**src/rtl/fetch_unit.sv**
```systemverilog
// Instruction fetch stage: owns the PC, buffers {pc, inst} pairs for decode, handles redirects
// and traps misaligned targets. Optional perf counters are enabled with `define FETCH_PERF_CNT_EN.
module fetch_unit #(
  parameter int              PC_W     = 32,
  parameter int              INST_W   = 32,
  parameter int              DEPTH    = 2,
  parameter logic [PC_W-1:0] RESET_PC = '0
) (
  input  logic              clk,
  input  logic              rst,
  output logic [PC_W-1:0]   imem_pc,
  input  logic [INST_W-1:0] imem_inst,
  input  logic              redirect_valid,
  input  logic [PC_W-1:0]   redirect_pc,
  output logic              out_valid,
  input  logic              out_ready,
  output logic [INST_W-1:0] out_inst,
  output logic [PC_W-1:0]   out_pc,
  output logic              fault,
  output logic [PC_W-1:0]   fault_pc
`ifdef FETCH_PERF_CNT_EN
  ,
  output logic [31:0]       perf_fetch_cnt,
  output logic [31:0]       perf_flush_cnt
`endif
);

  localparam int PTR_W = $clog2(DEPTH);
  localparam int CNT_W = PTR_W + 1;
  localparam logic [CNT_W-1:0] DEPTH_C = CNT_W'(DEPTH);

  typedef enum logic {ST_RUN, ST_FAULT} state_e;

  state_e            r_state;
  state_e            w_state_nxt;
  logic [PC_W-1:0]   r_pc;
  logic [CNT_W-1:0]  r_count;
  logic [PTR_W-1:0]  r_rd_ptr;
  logic [PTR_W-1:0]  r_wr_ptr;
  logic              r_fault;
  logic [PC_W-1:0]   r_fault_pc;
  logic [PC_W-1:0]   r_pc_mem   [DEPTH];
  logic [INST_W-1:0] r_inst_mem [DEPTH];

  logic w_run;
  logic w_redirect;
  logic w_misaligned;
  logic w_pop;
  logic w_push;

  a_reset_pc_aligned: assert property (@(posedge clk) RESET_PC[1:0] == 2'b00);

  // FSM: state register
  always_ff @(posedge clk) begin
    if (rst) r_state <= ST_RUN;
    else     r_state <= w_state_nxt;
  end

  // FSM: next state
  always_comb begin
    // NOTE: default first so every path assigns the signal and no latch is inferred.
    w_state_nxt = r_state;
    case (r_state)
      ST_RUN:   if (redirect_valid && w_misaligned) w_state_nxt = ST_FAULT;
      ST_FAULT: w_state_nxt = ST_FAULT;
      default:  w_state_nxt = ST_RUN;
    endcase
  end

  // FSM: outputs and handshake qualifiers
  always_comb begin
    w_run     = (r_state == ST_RUN);
    out_valid = w_run && (r_count != '0);
    out_pc    = out_valid ? r_pc_mem[r_rd_ptr]   : '0;
    out_inst  = out_valid ? r_inst_mem[r_rd_ptr] : '0;
  end

  assign w_misaligned = (redirect_pc[1:0] != 2'b00);
  assign w_redirect   = w_run && redirect_valid;
  assign w_pop        = out_valid && out_ready;
  // A full queue may still accept a fetch when the head leaves in the same cycle.
  assign w_push       = w_run && !redirect_valid && ((r_count < DEPTH_C) || w_pop);

  assign imem_pc  = r_pc;
  assign fault    = r_fault;
  assign fault_pc = r_fault_pc;

  always_ff @(posedge clk) begin
    if (rst) begin
      r_pc       <= RESET_PC;
      r_count    <= '0;
      r_rd_ptr   <= '0;
      r_wr_ptr   <= '0;
      r_fault    <= 1'b0;
      r_fault_pc <= '0;
    end else if (w_redirect) begin
      // The same-cycle pop is consumed by decode, then everything queued is dropped.
      r_count  <= '0;
      r_rd_ptr <= '0;
      r_wr_ptr <= '0;
      if (w_misaligned) begin
        r_fault    <= 1'b1;
        r_fault_pc <= redirect_pc;
      end else begin
        r_pc <= redirect_pc;
      end
    end else begin
      if (w_push) begin
        r_wr_ptr <= r_wr_ptr + PTR_W'(1);
        r_pc     <= r_pc + PC_W'(4);
      end
      if (w_pop) r_rd_ptr <= r_rd_ptr + PTR_W'(1);
      case ({w_push, w_pop})
        2'b10:   r_count <= r_count + CNT_W'(1);
        2'b01:   r_count <= r_count - CNT_W'(1);
        default: r_count <= r_count;
      endcase
    end
  end

  // NOTE: queue storage is not reset; out_valid gates every read of it.
  always_ff @(posedge clk) begin
    if (w_push) begin
      r_pc_mem[r_wr_ptr]   <= r_pc;
      r_inst_mem[r_wr_ptr] <= imem_inst;
    end
  end

`ifdef FETCH_PERF_CNT_EN
  always_ff @(posedge clk) begin
    if (rst) begin
      perf_fetch_cnt <= '0;
      perf_flush_cnt <= '0;
    end else begin
      if (w_push)     perf_fetch_cnt <= perf_fetch_cnt + 32'd1;
      if (w_redirect) perf_flush_cnt <= perf_flush_cnt + 32'd1;
    end
  end
`endif

endmodule
```
**config.mk**
```make
export PLATFORM = sky130hd
export DESIGN_NAME = fetch_unit
export DESIGN_NICKNAME = d
export VERILOG_FILES = /design/src/rtl/fetch_unit.sv
export SDC_FILE = /design/constraint.sdc
export NUM_CORES = 1
export LEC_CHECK = 0
export ABC_AREA = 1
export BUFFER_PORTS_ARGS = -buffer_cell sky130_fd_sc_hd__buf_2
export CELL_PAD_IN_SITES_DETAIL_PLACEMENT = 1
export CELL_PAD_IN_SITES_GLOBAL_PLACEMENT = 2
export CORE_MARGIN = 5
export CORE_UTILIZATION = 33
export CTS_CLUSTER_SIZE = 14
export DETAILED_ROUTE_END_ITERATION = 16
export GPL_ROUTABILITY_DRIVEN = 0
export GPL_TIMING_DRIVEN = 0
export PLACE_DENSITY_LB_ADDON = 0.1
export SYNTH_ARGS = -nofsm -noshare
export SYNTH_HDL_FRONTEND = slang
export SYNTH_SLANG_ARGS = --single-unit
```
**constraint.sdc**
```tcl
create_clock -name clk -period 4.5 [get_ports clk]
set_input_delay 0.45 -clock clk [delete_from_list [all_inputs] [get_ports clk]]
set_output_delay 0.45 -clock clk [all_outputs]
set_load 0.01 [all_outputs]
```
==> impl_results.md <==
- Fin area: 10800 um^2
- R2R depth: 10
- Slew headroom: 55.1%
- Vias in the first global route: 7048
- Peak VDD IR: 213 uV
- Leak pwr: 4.80 nW
- Post CTS Setup Buffer Count: 0
- RSZ-0062 raised after global routing: false
- Most used cell, CP: buf_2
- MaxCap Viol Count: 0
- Internal: 0.00300 W
- Die span in x: 172 um
- Run status: finished, final reports clean
- Detailed Place HPWL: 19200 um
- Clock share of power: 37.0%
- Seq cells post-synth: 199
- Final WL: 25800 um
- Synth Cell Area: 8690 um^2
- Initial antenna violation count: 0
- Largest net degree at the start of global routing: 32
- Clock-pin slew of the registers on the worst-case setup and hold paths: 0.08 ns
- Die area: 29700 um^2
- P per Cell Area: 385 nW/um^2
- FFs w/ async S/R, synth: 0%
- Worst Tran Pin Value: 0.674 ns
- CTS tree: yes
- CTS H-tree depth: 4
- Final worst setup slack: 1.89 ns
- Post-CTS Hold Buffers: 0
- PostCTS Resize Cnt: 0
- Global-route wire length before repair: 39900 um
- 1st-iter DRT viols: 326
- Crit path DAT: 2.16 ns
- # IOs: 198
- Fin Clk Skew: 0.0149 ns
- Syn Nets: 966
- Startpoint Class: flip-flop
- Vias per inst: 4.63
- Root Driver: clkbuf_16
- Switching share of power: 27.9%
- Num rows: 59
- Slowest stage delay, CP: 0.38 ns
- Synth Flop Type: edfxtp_1
- Die Ht: 172 um
- Sequential share of the synthesized area: 60.6%
- Commonest non-fill, non-tap cell in the layout: nand2_1
- Nets: 1186
- Share of cells above drive strength 1: 30.0%
- Combinational power share: 11.9%
- Ys Warns: 0
- Final setup fails: 0
- Vias: 6782
- GRT Util Overall: 17.5%
- Post-DP Area: 10200 um^2
- Syn Inst Count: 896
- Hold Crit Depth: 1
- TritonCTS Buffers: 17
- Remaining global-route overflow: 0
- CP Class: flip-flop to output port
- Worst Path Max Fanout: 10
- Synthesized area per cell: 9.69 um^2
- Worst slack, placed: 2.34 ns
- First-pass detailed-route iteration total: 4
- Final Hold Vio Count: 0
- Worst Setup End Kind: output port
- Worst min-delay path class: input pin to flip-flop
- Fin crit period: 2.61 ns
- Data required time of the worst path: 4.05 ns
- Starting Density: 33.4%
- Flop pwr share: 51.1%
- Clock sink total: 199
- N_diodes: 0
- I/O Buffers: 197
- Worst-Skew Late Latency: 0.44 ns
- Residual DRC count: 0
- Final ANT Viol Nets: 0
- Worst-case clock buffer depth: 2
- Wire per inst: 17.6 um
- P_sw: 0.00116 W
- Most frequent cells in the layout: nand2_1, buf_2, edfxtp_1
- Slew Viols, Final: 0
- Post-synth cell types: 29
- Tot Pwr: 0.00415 W
- Core area: 26000 um^2
- Slowest CP cell: dfxtp_1
- Cell Chain, Critical Path: inv_1, a21oi_1, buf_2, buf_2, nand2_1, inv_1, buf_2
- Post-synth EDFFs: 128
- Period utilisation layout: 57.9%
- Area grow syn2layout: 24.1%
- Maximum operating frequency: 0.383 GHz
Yosys cell counts, types with 2 or more instances:
master	instances	area, um^2
nand2_1	242	908
nand3_1	14	70.1
nor2_2	9	56.3
dfxtp_1	71	1420
o21ai_1	3	15.0
or2_1	2	12.5
edfxtp_1	128	3840
a21oi_1	64	320
ha_1	2	25.0
nor3_1	10	50.1
nand2_2	2	12.5
clkbuf_1	9	33.8
buf_1	2	7.51
buf_2	25	125
buf_4	2	15.0
o21ai_0	42	210
nand3b_1	5	37.5
inv_1	93	349
a31oi_1	2	12.5
nand4_1	2	12.5
nor2_1	92	345
mux2_2	64	721
o211ai_1	5	37.5
logic make-up (layout without fill, tap and decap cells):
family	after synthesis	after routing	synth area share [%]
compound gates	117	117	6.94
xor+xnor	1	1	0.101
fa+ha+maj	2	2	0.288
buf+inv	133	366	6.28
flops	199	199	60.6
mux	64	64	8.30
simple gates	380	380	17.5
worst max-delay path: cells and delay by family, from the launching register on:
kind                   cells  cell delay, ns
AO/OA/AOI/OAI              1            0.34
AND/OR/NAND/NOR            1            0.09
flip-flops                 1            0.38
buffers and inverters      5            0.90
per-stage QoR:
stage               util (%)  std cells  hold slack [ns]  TNS (ns)
finish                  41.5       1464            0.196         0
global route            41.5       1464            0.166         0
CTS                     41.5       1464            0.178         0
global placement        38.8       1428            0.450   -182.67
floorplan                  -        896            0.458         0
detailed placement      39.2       1432            0.453         0
cell type report:
type | instances | area [um^2]
Buffer | 39 | 193
Clock buffer | 17 | 425
Clock inverter | 15 | 169
Fill cell | 3064 | 15200
Inverter | 94 | 353
Multi-Input combinational cell | 564 | 2890
Sequential cell | 199 | 5270
Tap cell | 335 | 419
Timing Repair Buffer | 201 | 1070
final timing paths:
kind | start | end | slack (ns)
setup / recovery | r_count[0] | out_pc[29] | 1.89
hold / removal | imem_inst[22] | r_inst_mem[1][22] | 0.20
setup reg to reg | imem_pc[2] | imem_pc[20] | 2.70
hold reg to reg | fault_pc[1] | fault_pc[1] | 0.46
power groups by stage:
| stage | clock network [W] | registers (W) | logic (W) |
|---|---|---|---|
| final | 0.00154 | 0.00212 | 0.000494 |
| after global routing | 0.00168 | 0.00214 | 0.000555 |
| after CTS | 0.00158 | 0.00213 | 0.000508 |
| after detailed placement | 0 | 0.00217 | 0.000504 |
| after global placement | 0 | 0.00217 | 0.000489 |
| after floorplan | 0 | 0.00216 | 0.000264 |
routing by layer:
metal | track usage [%] | wire [um] | up-vias
li1 | - | - | 3393
met1 | 24.0 | 12200 | 3211
met2 | 28.5 | 11800 | 165
met3 | 4.18 | 1390 | 13
met4 | 3.73 | 315 | 0
met5 | 0 | 0 | -
sequential cells by signal, summed over array words and instances (netlist names), named ones only:
name,flops
r_inst_mem,64
r_pc_mem,64
fault_pc,32
imem_pc,32
r_count,2
fault,1
r_rd_ptr,1
r_state,1
r_wr_ptr,1
Note: power is estimated with default switching activity, not from simulation.
